[config.mk]
export PLATFORM = sky130hd
export DESIGN_NAME = if_fetch_stage
export DESIGN_NICKNAME = d
export VERILOG_FILES = /design/src/rtl/if_fetch_stage.sv
export SDC_FILE = /design/constraint.sdc
export NUM_CORES = 1
export LEC_CHECK = 0
export ABC_CLOCK_PERIOD_IN_PS = 4400
export CAP_MARGIN = 20
export CORE_MARGIN = 4
export CORE_UTILIZATION = 43
export DETAILED_ROUTE_END_ITERATION = 10
export PLACE_DENSITY_LB_ADDON = 0.3
export SLEW_MARGIN = 20
export SYNTH_ARGS = -nofsm -noshare
export SYNTH_HDL_FRONTEND = slang
export SYNTH_SLANG_ARGS = --single-unit
export TNS_END_PERCENT = 5
[constraint.sdc]
create_clock -name clk -period 4.4 [get_ports clk]
set_input_delay 0.44 -clock clk [delete_from_list [all_inputs] [get_ports clk]]
set_output_delay 0.44 -clock clk [all_outputs]
set_load 0.01 [all_outputs]
[src/rtl/if_fetch_stage.sv]
// Instruction-fetch stage: PC register, memory address and IF/ID register.
// Optional IF_ALIGN_CHECK_EN: misaligned redirect halts with a sticky flag.
module if_fetch_stage #(
    parameter int                  BITWIDTH  = 32,
    parameter logic [BITWIDTH-1:0] RESET_PC  = '0,
    parameter logic [BITWIDTH-1:0] NOP_INSTR = 32'h0000_0013
) (
    input  logic                clk,
    input  logic                reset,
    input  logic                stall,
    input  logic                flush,
    input  logic                branch_taken,
    input  logic [BITWIDTH-1:0] branch_target,
    output logic [BITWIDTH-1:0] imem_addr,
    input  logic [BITWIDTH-1:0] imem_instr,
    output logic [BITWIDTH-1:0] if_id_pc,
    output logic [BITWIDTH-1:0] if_id_instr,
    output logic [BITWIDTH-1:0] if_id_pc_plus_4,
    output logic                if_id_valid,
    output logic [31:0]         fetch_count,
    output logic                misalign_err
);

    typedef enum logic [1:0] {
        BOOT,
        RUN,
        HALT
    } state_t;

    state_t              state, state_n;
    logic [BITWIDTH-1:0] pc, pc_n, pc_plus_4;
    logic [BITWIDTH-1:0] id_pc_n, id_instr_n, id_pc4_n;
    logic                id_valid_n;
    logic [31:0]         count_n;
    logic [BITWIDTH-1:0] redirect;
    logic                misaligned;
    logic                mis_q, mis_n;

    assign imem_addr = pc;
    assign pc_plus_4 = pc + BITWIDTH'(4);

`ifdef IF_ALIGN_CHECK_EN
    assign redirect     = branch_target;
    assign misaligned   = |branch_target[1:0];
    assign misalign_err = mis_q;
`else
    // Low bits are dropped so a redirect always lands on a word.
    assign redirect     = {branch_target[BITWIDTH-1:2], 2'b00};
    assign misaligned   = 1'b0;
    assign misalign_err = 1'b0;
`endif

    always_comb begin
        state_n    = state;
        pc_n       = pc;
        id_pc_n    = if_id_pc;
        id_instr_n = if_id_instr;
        id_pc4_n   = if_id_pc_plus_4;
        id_valid_n = if_id_valid;
        count_n    = fetch_count;
        mis_n      = mis_q;
        unique case (state)
            BOOT: state_n = RUN;
            RUN: begin
                if (branch_taken) begin
                    id_valid_n = 1'b0;
                    id_instr_n = NOP_INSTR;
                    if (misaligned) begin
                        mis_n   = 1'b1;
                        state_n = HALT;
                    end else begin
                        pc_n = redirect;
                    end
                end else if (stall && flush) begin
                    id_valid_n = 1'b0;
                    id_instr_n = NOP_INSTR;
                end else if (stall) begin
                    pc_n = pc;
                end else if (flush) begin
                    id_valid_n = 1'b0;
                    id_instr_n = NOP_INSTR;
                    pc_n       = pc_plus_4;
                end else begin
                    id_pc_n    = pc;
                    id_instr_n = imem_instr;
                    id_pc4_n   = pc_plus_4;
                    id_valid_n = 1'b1;
                    pc_n       = pc_plus_4;
                    count_n    = fetch_count + 32'd1;
                end
            end
            HALT: begin
                id_valid_n = 1'b0;
                id_instr_n = NOP_INSTR;
            end
            default: state_n = BOOT;
        endcase
    end

    always_ff @(posedge clk or posedge reset) begin
        if (reset) begin
            state           <= BOOT;
            pc              <= RESET_PC;
            if_id_pc        <= '0;
            if_id_instr     <= NOP_INSTR;
            if_id_pc_plus_4 <= '0;
            if_id_valid     <= 1'b0;
            fetch_count     <= '0;
            mis_q           <= 1'b0;
        end else begin
            state           <= state_n;
            pc              <= pc_n;
            if_id_pc        <= id_pc_n;
            if_id_instr     <= id_instr_n;
            if_id_pc_plus_4 <= id_pc4_n;
            if_id_valid     <= id_valid_n;
            fetch_count     <= count_n;
            mis_q           <= mis_n;
        end
    end

`ifndef IF_ALIGN_CHECK_EN
    logic unused_mis;
    assign unused_mis = mis_q;
`endif

endmodule

==> results of run 1 <==
==> cells by family (layout without fill, tap and decap cells) <==
logic type | after synthesis | count (layout) | synth area share
adders and majority gates | 2 | 2 | 0.00338
muxes | 2 | 2 | 0.00271
and+or+nand+nor | 311 | 311 | 0.214
other | 2 | 8 | 0.00102
xor gates and xnor gates | 46 | 46 | 0.0545
DFF | 156 | 156 | 0.529
buffers and inverters | 91 | 282 | 0.0530
AOI/OAI and AO/OA | 157 | 157 | 0.143
==> layout by cell type, fill, tap and decap left out, types with 4 or more instances in the layout <==
master           netlist  layout
nor2_1                42      42
nand2_1              119     119
and3_1                18      18
o22a_1                 5       5
o21ai_0               48      47
nand3_1               31      31
clkdlybuf4s50_1        0     220
and4_1                 9       9
a21oi_1               21      21
o2bb2ai_1              5       5
or4_1                  6       6
nor3_1                17      16
clkinv_2               0       7
o211ai_1               7       7
buf_4                  7       8
or4b_2                 4       4
nor4_1                17      17
conb_1                 2       8
or3_1                  6       6
inv_1                 20      19
o311ai_0               6       6
xor2_1                20      20
a22o_1                30      30
dfrtp_1              153     153
a31oi_1               16      16
xnor2_1               26      26
nand4_1               29      29
clkbuf_16              0      17
==> through the flow <==
step                total power (W)  hold WS [ns]  utilization
CTS                         0.00443         0.471        0.615
global route                0.00460         0.494        0.615
global placement            0.00291         0.456        0.579
finish                      0.00438         0.471        0.615
detailed placement          0.00293         0.462        0.579
floorplan                   0.00229         0.504            -
==> final timing paths <==
| kind | to | depth (start not counted) | slack (ns) | start |
|---|---|---|---|---|
| setup reg to reg | fetch_count[30] | 4 | 1.51 | state[0] |
| hold / removal | fetch_count[31] | 1 | 0.47 | fetch_count[31] |
| min in group asynchronous | if_id_pc[4] | 3 | 0.59 | reset |
| setup / recovery | fetch_count[30] | 4 | 1.51 | state[0] |
| hold reg to reg | fetch_count[31] | 1 | 0.47 | fetch_count[31] |
| max in group asynchronous | if_id_pc_plus_4[14] | 3 | 3.13 | reset |
==> per-layer routing <==
layer	track usage	wire [µm]	vias to the layer above
met2	0.346	10100	246
met3	0.0772	1700	33
li1	-	-	3095
met4	0.0731	452	0
met5	0	0	-
met1	0.314	9810	3163
==> report_power, final <==
part | total [W] | internal, W | switching, W | leakage (nW)
clock | 0.00149 | 0.000900 | 0.000585 | 0.292
combinational | 0.00104 | 0.000559 | 0.000482 | 2.16
sequential | 0.00185 | 0.00164 | 0.000212 | 1.94
total | 0.00438 | 0.00310 | 0.00128 | 4.40
==> layout make-up <==
type	count	area share
flip-flops and latches	156	0.380
multi-input cells	526	0.305
repair buffers	230	0.223
clock buffers	19	0.0431
well taps	220	0.0268
clock inverters	13	0.0145
inverters	20	0.00767
==> registers in the layout, indices dropped and copies added (netlist names) <==
register / flops
fetch_count: 32
if_id_instr: 32
if_id_pc: 30
if_id_pc_plus_4: 30
if_id_valid: 1
imem_addr: 30
state: 1
==> key figures, run 1 <==
Critical path
  – Crit path kind: register to register
  – Worst path top cell family by delay: simple AND/OR/NAND/NOR gates
  – CP max stage cell: dfrtp_1
  – CP Launch Type: register
  – Crit-path cells: or4b_4 -> or4_1 -> nor4_1 -> xor2_1
  – Crit path max fanout: 22
  – Crit path required time: 4.75 ns
  – Crit path DAT: 3.23 ns
  – Largest stage delay on the critical path: 0.82 ns
  – Buffers & Inverters on Critical Path: 0
  – Critical Path End Type: register

Final layout
  – Final Instance Count excl. Fillers: about 1200
  – NumNets Final: 1022
  – Share of cells above drive strength 1: 0.0612
  – Synthesis-to-layout area growth: 38.9%
  – Fillers: about 1500
  – N_diodes: 0
  – Multi-input gate area: about 0.0031 mm²
  – Fin area: 0.0103 mm²
  – Storage element area: 0.00391 mm²

Floorplan
  – Die Height: roughly 140 µm
  – Core box area: 0.0167 mm²
  – Die area: 0.0194 mm²
  – FP Rows: 47
  – Ports: between 200 and 250
  – Starting Density: 0.443
  – Die width: 139 µm

Route
  – Final WL: between 20 and 25 mm
  – Routed WL per cell: 18.6 µm
  – Routed vias: 6537
  – 1st-pass router iterations: 5
  – Via density: ~5.5
  – # DRC: 0
  – ANT nets after route: 0
  – Iter 0 DRT Violations: between 300 and 400

Placed design
  – Dpl ws: 1.34 ns
  – GP Congestion: between 0.8 and 0.9
  – Dpl cells: 1152
  – DP Area: 0.00967 mm²
  – DP HPWL: 15.3 mm
  – Count of buffers from port buffering: about 220

Synthesis
  – Yosys top cell area share: 0.518
  – Sequential-to-total area share from yosys stat: 0.529
  – Warnings from Yosys: 0
  – Mapped Cells: 767
  – Post-synth top area cell: dfrtp_1
  – Async set-or-reset flop fraction in the synthesized netlist: 1.00
  – Post-Synthesis Mean Instance Area: 9.64 µm²
  – Seq cells post-synth: 156
  – Post-synth EDFFs: 0
  – Top FF cell, synth: dfrtp_1
  – Mapped cell area: about 0.0074 mm²
  – Library cells used by synthesis: 52
  – Largest cells by area after synthesis: dfrtp_1 (52%), nand2_1 (6.0%), a22o_1 (3.6%)
  – Most common cell in the synthesized netlist: dfrtp_1
  – Synth top cells by count: dfrtp_1 (153), nand2_1 (119), clkbuf_1 (56)

Clock tree
  – Postcts setup bufs: 0
  – CTS clock-pin slew for the worst setup and hold paths: 0.06 ns
  – TritonCTS clock tree: done
  – Clock tree sinks: 156
  – Clock latency on the worst-skew pair: 0.42 ns
  – Root Buffer: clkbuf_16
  – Clk buf depth: 2
  – Post_cts resized: 0
  – CTS Buf Count: 17
  – H-tree depth: 4
  – Cts hold-fix bufs: 0

GRT
  – Largest net degree at the start of global routing: 157
  – First-pass GRT wire length: ~36 mm
  – GRT Util Overall: 0.229
  – GRT Residual Overflow: 0
  – Number of global-route vias before repair: about 6400
  – Initial antenna violation count: 0

Timing
  – Final hold vios: 0
  – Minimum clock period: 2.89 ns
  – Final worst slack: ~1.5 ns
  – Max Clk Rate: ~350 MHz
  – Clock skew: 0.00942 ns
  – Slew HR: 0.295
  – Final period util: 0.656
  – TNS Setup: 0 ns
  – Endpoints failing setup: 0
  – Worst-margin pin slew: about 1.1 ns
  – Slew Limit Fails: 0
  – RSZ-0062 raised after global routing: no

Power
  – VDD IR max: around 0.29 mV
  – PwrDens: 426 mW/mm²
  – LEAKAGE: 4.40 nW

Outcome
  – Status: completed

Min path
  – Min-Delay Path Class: register to register

Run
  – Maxcap violations: 0
Note: power is estimated with default switching activity, not from simulation.
==> run 2: changes to the inputs <==
- ABC_CLOCK_PERIOD_IN_PS: 4400 -> 2800
- CORE_UTILIZATION: 43 -> 47
- clock period: 4.4 -> 2.8 ns (I/O delays scaled with it)
==> run 2 against run 1 <==
Net effect: wire length is 0.64% lower; sequential power is 56% higher; clock power is 62% higher.
==> key figures, run 2 (synthesized netlist as in run 1, its figures left out) <==
Outcome
  – Status: completed

Power
  – PwrDens: 671 mW/mm² (+57%)
  – Total power: 0.00700 W (+60%)
  – VDD IR max: 0.422 mV (+47%)
  – LEAKAGE: 4.49 nW (+2.1%)

Timing
  – Minimum clock period: between 2 and 2.5 ns
  – Worst-margin pin slew: 0.908 ns (-0.147 ns)
  – TNS Setup: 0 ns (unchanged)
  – RSZ-0062 raised after global routing: no
  – Final hold vios: 0 (unchanged)
  – Final worst slack: 0.468 ns (-1.05 ns)
  – Final period util: 0.833
  – Max Clk Rate: 429 MHz
  – Slew Limit Fails: 0 (unchanged)
  – Clock skew: 0.00829 ns (-0.00113 ns)
  – Endpoints failing setup: 0 (unchanged)
  – Slew HR: 0.395 (+0.0999)

Clock tree
  – TritonCTS clock tree: done
  – CTS Buf Count: 17 (unchanged)
  – H-tree depth: 4 (unchanged)
  – Clk buf depth: 2 (unchanged)
  – Root Buffer: clkbuf_16
  – Clock tree sinks: 156 (unchanged)
  – CTS clock-pin slew for the worst setup and hold paths: 0.06 ns (about the same)
  – Postcts setup bufs: 0 (unchanged)
  – Clock latency on the worst-skew pair: 0.42 ns (about the same)
  – Post_cts resized: 0 (unchanged)
  – Cts hold-fix bufs: 0 (unchanged)

Floorplan
  – FP Rows: 45 (-4.3%)
  – Ports: 231 (unchanged)
  – Die width: 133 µm (-4.1%)
  – Starting Density: 0.483 (+0.0401)
  – Die area: 0.0178 mm² (-8.0%)
  – Core box area: 0.0153 mm² (-8.3%)
  – Die Height: 133 µm (-4.1%)

Final layout
  – Fillers: 1242 (-15%)
  – Biggest regs: fetch_count (32), if_id_instr (32)
  – Share of cells above drive strength 1: 0.0784 (+0.0172)
  – Storage element area: 0.00391 mm² (unchanged)
  – Most common cell after layout, fill and taps aside: clkdlybuf4s50_1
  – N_diodes: 0 (unchanged)
  – Fin area: 0.0104 mm² (+1.5%)
  – Synthesis-to-layout area growth: 41.1%
  – Multi-input gate area: 0.00313 mm² (-0.16%)
  – NumNets Final: 1040 (+1.8%)
  – Final Instance Count excl. Fillers: 1193 (+0.76%)
  – Commonest cells after routing, fill and taps aside: clkdlybuf4s50_1 (220), dfrtp_1 (153), nand2_1 (119)

GRT
  – GRT Util Overall: 0.243 (+0.0135)
  – GRT Residual Overflow: 0 (unchanged)
  – Number of global-route vias before repair: 6474 (+1.2%)
  – Largest net degree at the start of global routing: 157 (unchanged)
  – Initial antenna violation count: 0 (unchanged)
  – First-pass GRT wire length: 34.8 mm (-2.3%)

Placed design
  – Dpl cells: 1161 (+0.78%)
  – Dpl ws: 0.0732 ns (-1.26 ns)
  – DP Area: 0.00981 mm² (+1.4%)
  – DP HPWL: 14.6 mm (-4.2%)
  – Count of buffers from port buffering: 221 (unchanged)
  – GP Congestion: 0.924 (+9.1%)

Critical path
  – Crit path required time: 3.14 ns (-1.61 ns)
  – Crit path DAT: 2.67 ns (-0.56 ns)
  – Critical Path End Type: register
  – Crit path kind: input port to register
  – CP Launch Type: input port
  – Crit path max fanout: 8 (-64%)

Run
  – Maxcap violations: 0 (unchanged)

Route
  – Final WL: 21.9 mm (-0.64%)
  – 1st-pass router iterations: 5 (unchanged)
  – ANT nets after route: 0 (unchanged)
  – # DRC: 0 (unchanged)
  – Via density: 5.59 (+1.2%)
  – Routed vias: 6665 (+2.0%)
  – Routed WL per cell: 18.3 µm (-1.4%)
  – Iter 0 DRT Violations: 469 (+40%)

Min path
  – Min-Delay Path Class: input port to async pin
## run 2: layout make-up
type	instances	area share
sequential	156	0.375
multi-input combinational	526	0.300
timing repair buffer	248	0.233
clock buffer	19	0.0434
tap	211	0.0253
clock inverter	13	0.0158
inverter	20	0.00756
## run 2: through the flow
step                       util  hold slack (ns)
after CTS                 0.681            0.448
after global routing      0.681            0.454
final                     0.681            0.396
after global placement    0.641            0.457
after detailed placement  0.641            0.462
after floorplan               -            0.420
## run 2: worst max-delay path: stages
cell and delay [ns]:
clkdlybuf4s50_1 0.49, or4b_4 0.60, or4_1 0.71, nor4_1 0.40, xor2_1 0.19
## run 2: final timing paths
path | cells after the start | endpoint | slack, ns | start
max in group asynchronous | 3 | fetch_count[0] | 1.67 | reset
min in group clk | 2 | if_id_instr[1] | 0.46 | imem_instr[1]
min reg2reg | 1 | fetch_count[31] | 0.47 | fetch_count[31]
max reg2reg | 6 | imem_addr[14] | 0.52 | imem_addr[3]
max | 5 | fetch_count[26] | 0.47 | flush
min | 3 | if_id_pc_plus_4[19] | 0.40 | reset
## run 2: power breakdown
group	total [W]	switching (W)	internal [W]
logic	0.00170	0.000795	0.000909
registers	0.00288	0.000301	0.00258
clock network	0.00242	0.000959	0.00146
total	0.00700	0.00205	0.00495
## run 2: metal layers
layer  GRT usage  wire [µm]
met1       0.333       9610
met2       0.370      10000
met3      0.0774       1800
met4      0.0777        428
met5           0          0
==> run 3: changes to the inputs <==
- ABC_CLOCK_PERIOD_IN_PS: 2800 -> 2330
- clock period: 2.8 -> 2.33 ns (I/O delays scaled with it)
==> run 3 against run 2 <==
Net effect: sequential power is 18% higher; final cell count is 2.2% higher; sequential cell count stayed put; critical path type is now register to register.
==> key figures, run 3 (synthesized netlist as in run 1, its figures left out) <==
Final layout
  – Commonest cells after routing, fill and taps aside: clkdlybuf4s50_1 (220), dfrtp_1 (153), nand2_1 (119)
  – Fin area: 0.0106 mm² (+1.9%)
  – Fillers: 1205 (-3.0%)
  – Most common cell after layout, fill and taps aside: clkdlybuf4s50_1
  – NumNets Final: 1066 (+2.5%)
  – N_diodes: 0 (unchanged)
  – Share of cells above drive strength 1: 0.103 (+0.0248)
  – Biggest regs: fetch_count (32), if_id_instr (32)
  – Synthesis-to-layout area growth: 43.8%

Critical path
  – CP Launch Type: register
  – Crit-path cells: or4b_4 -> or4_4 -> buf_4 -> nor3_1 -> xnor2_1
  – Crit path launch: state[0]
  – RR Startpoint: state[0]
  – Crit path DAT: 2.58 ns (-0.09 ns)
  – Buffers & Inverters on Critical Path: 1 (unchanged)
  – Crit path kind: register to register
  – Largest stage delay on the critical path: 0.65 ns (-0.06 ns)
  – Crit path required time: 2.67 ns (-0.47 ns)
  – CP max stage cell: or4_4
  – Reg2Reg Setup Slack: 0.09 ns (-0.43 ns)
  – Crit path max fanout: 8 (unchanged)
  – Critical Path End Type: register
  – Worst path top cell family by delay: simple AND/OR/NAND/NOR gates

Route
  – Via density: 5.55 (-0.62%)
  – Routed vias: 6768 (+1.5%)
  – ANT nets after route: 0 (unchanged)
  – Iter 0 DRT Violations: 436 (-7.0%)
  – Final WL: 22.0 mm (+0.59%)
  – 1st-pass router iterations: 4 (-1)
  – # DRC: 0 (unchanged)
  – Routed WL per cell: 18.1 µm (-1.6%)

GRT
  – GRT Residual Overflow: 0 (unchanged)
  – Number of global-route vias before repair: 6486 (+0.19%)
  – Largest net degree at the start of global routing: 82 (-48%)
  – Initial antenna violation count: 0 (unchanged)
  – GRT Util Overall: 0.247 (+0.00382)
  – First-pass GRT wire length: 35.2 mm (+1.3%)

Timing
  – Clock skew: 0.00738 ns (-0.000912 ns)
  – Max Clk Rate: 447 MHz
  – Worst-margin pin slew: 0.804 ns (-0.104 ns)
  – RSZ-0062 raised after global routing: no
  – Final hold slack: 0.169 ns (-0.227 ns)
  – Endpoints failing setup: 0 (unchanged)
  – Slew Limit Fails: 0 (unchanged)
  – Minimum clock period: 2.24 ns
  – Slew HR: 0.464 (+0.0693)
  – Final hold vios: 0 (unchanged)
  – Final period util: 0.960

Run
  – Maxcap violations: 0 (unchanged)

Power
  – Reg power frac: 0.415 (+0.003)
  – Switching power: 0.00250 W (+22%)
  – Gate power share: 0.270 (+0.027)
  – Power Internal: 0.00568 W (+15%)
  – LEAKAGE: 4.60 nW (+2.5%)
  – PwrDens: 769 mW/mm² (+15%)
  – VDD IR max: 0.570 mV (+35%)
  – Switching share of power: 0.306 (+0.0120)
  – Clock power frac: 0.315 (-0.030)

Clock tree
  – Postcts setup bufs: 0 (unchanged)
  – CTS clock-pin slew for the worst setup and hold paths: 0.07 ns (about the same)
  – H-tree depth: 4 (unchanged)
  – CTS Buf Count: 17 (unchanged)
  – Root Buffer: clkbuf_16
  – TritonCTS clock tree: done
  – Clock tree sinks: 156 (unchanged)
  – Clock latency on the worst-skew pair: 0.43 ns (about the same)
  – Clk buf depth: 2 (unchanged)

Floorplan
  – Ports: 231 (unchanged)
  – Starting Density: 0.483 (unchanged)
  – Die width: 133 µm (unchanged)
  – Die area: 0.0178 mm² (unchanged)
  – Core box area: 0.0153 mm² (unchanged)
  – FP Rows: 45 (unchanged)
  – Die Height: 133 µm (unchanged)

Placed design
  – Count of buffers from port buffering: 221 (unchanged)
  – DP Area: 0.0101 mm² (+2.6%)
  – DP HPWL: 15.8 mm (+8.1%)
  – GP Congestion: 0.876 (-5.2%)

Outcome
  – Status: completed

Min path
  – Min-Delay Path Class: input port to async pin
run 3: cell types whose count changed in the layout (fill, tap and decap cells not counted), moves of 2 or more:
cell       previous run  this run
bufinv_16             3         0
inv_6                 1         3
buf_12                2         7
buf_4                25        46
clkinv_2              3         1
run 3: worst paths after layout:
path | depth (start not counted) | to
worst max-delay path | 5 | fetch_count[17]
worst min register to register | 2 | if_id_pc[2]
worst max register to register | 5 | fetch_count[17]
max in group asynchronous | 3 | if_id_instr[0]
worst min-delay path | 2 | if_id_pc_plus_4[23]
min in group clk | 2 | if_id_instr[0]
run 3: metal layers:
metal | wire, µm | vias to the layer above | share of wire | GRT usage
li1 | - | 3186 | - | -
met1 | 9410 | 3257 | 0.43 | 0.331
met2 | 10400 | 302 | 0.47 | 0.390
met3 | 1910 | 23 | 0.087 | 0.0782
met4 | 293 | 0 | 0.013 | 0.0680
met5 | 0 | - | 0 | 0
run 3: power groups by stage:
stage               sequential [W]  combinational, W  clock [W]
floorplan                  0.00360          0.000727          0
global placement           0.00343           0.00219          0
detailed placement         0.00344           0.00221          0
CTS                        0.00340           0.00223    0.00264
global route               0.00345           0.00239    0.00275
finish                     0.00339           0.00221    0.00258
run 3: what timing repair did:
action                                  4_1_cts  5_1_grt
endpoints found under the setup margin        0        2
gates resized for setup                       0        2
endpoints found under the hold margin         0        0
hold buffers                                  0        0
run 3: through the flow:
| stage | total power, W | setup WS, ns | util | instances | setup TNS (ns) |
|---|---|---|---|---|---|
| floorplan | 0.00433 | 0.0921 | - | 773 | 0 |
| global placement | 0.00561 | -0.262 | 0.657 | 1187 | -3.81 |
| detailed placement | 0.00565 | -0.316 | 0.657 | 1187 | -4.73 |
| CTS | 0.00826 | 0.0476 | 0.694 | 1219 | 0 |
| global route | 0.00859 | 0.0146 | 0.694 | 1219 | 0 |
| finish | 0.00818 | 0.0936 | 0.694 | 1219 | 0 |
run 3: layout make-up:
class	instances	area (µm²)	share of cell area
tap	211	264	0.0248
clock inverter	13	110	0.0104
sequential	156	3910	0.368
multi-input combinational	526	3140	0.295
inverter	20	78.8	0.00741
clock buffer	19	443	0.0417
timing repair buffer	274	2690	0.253
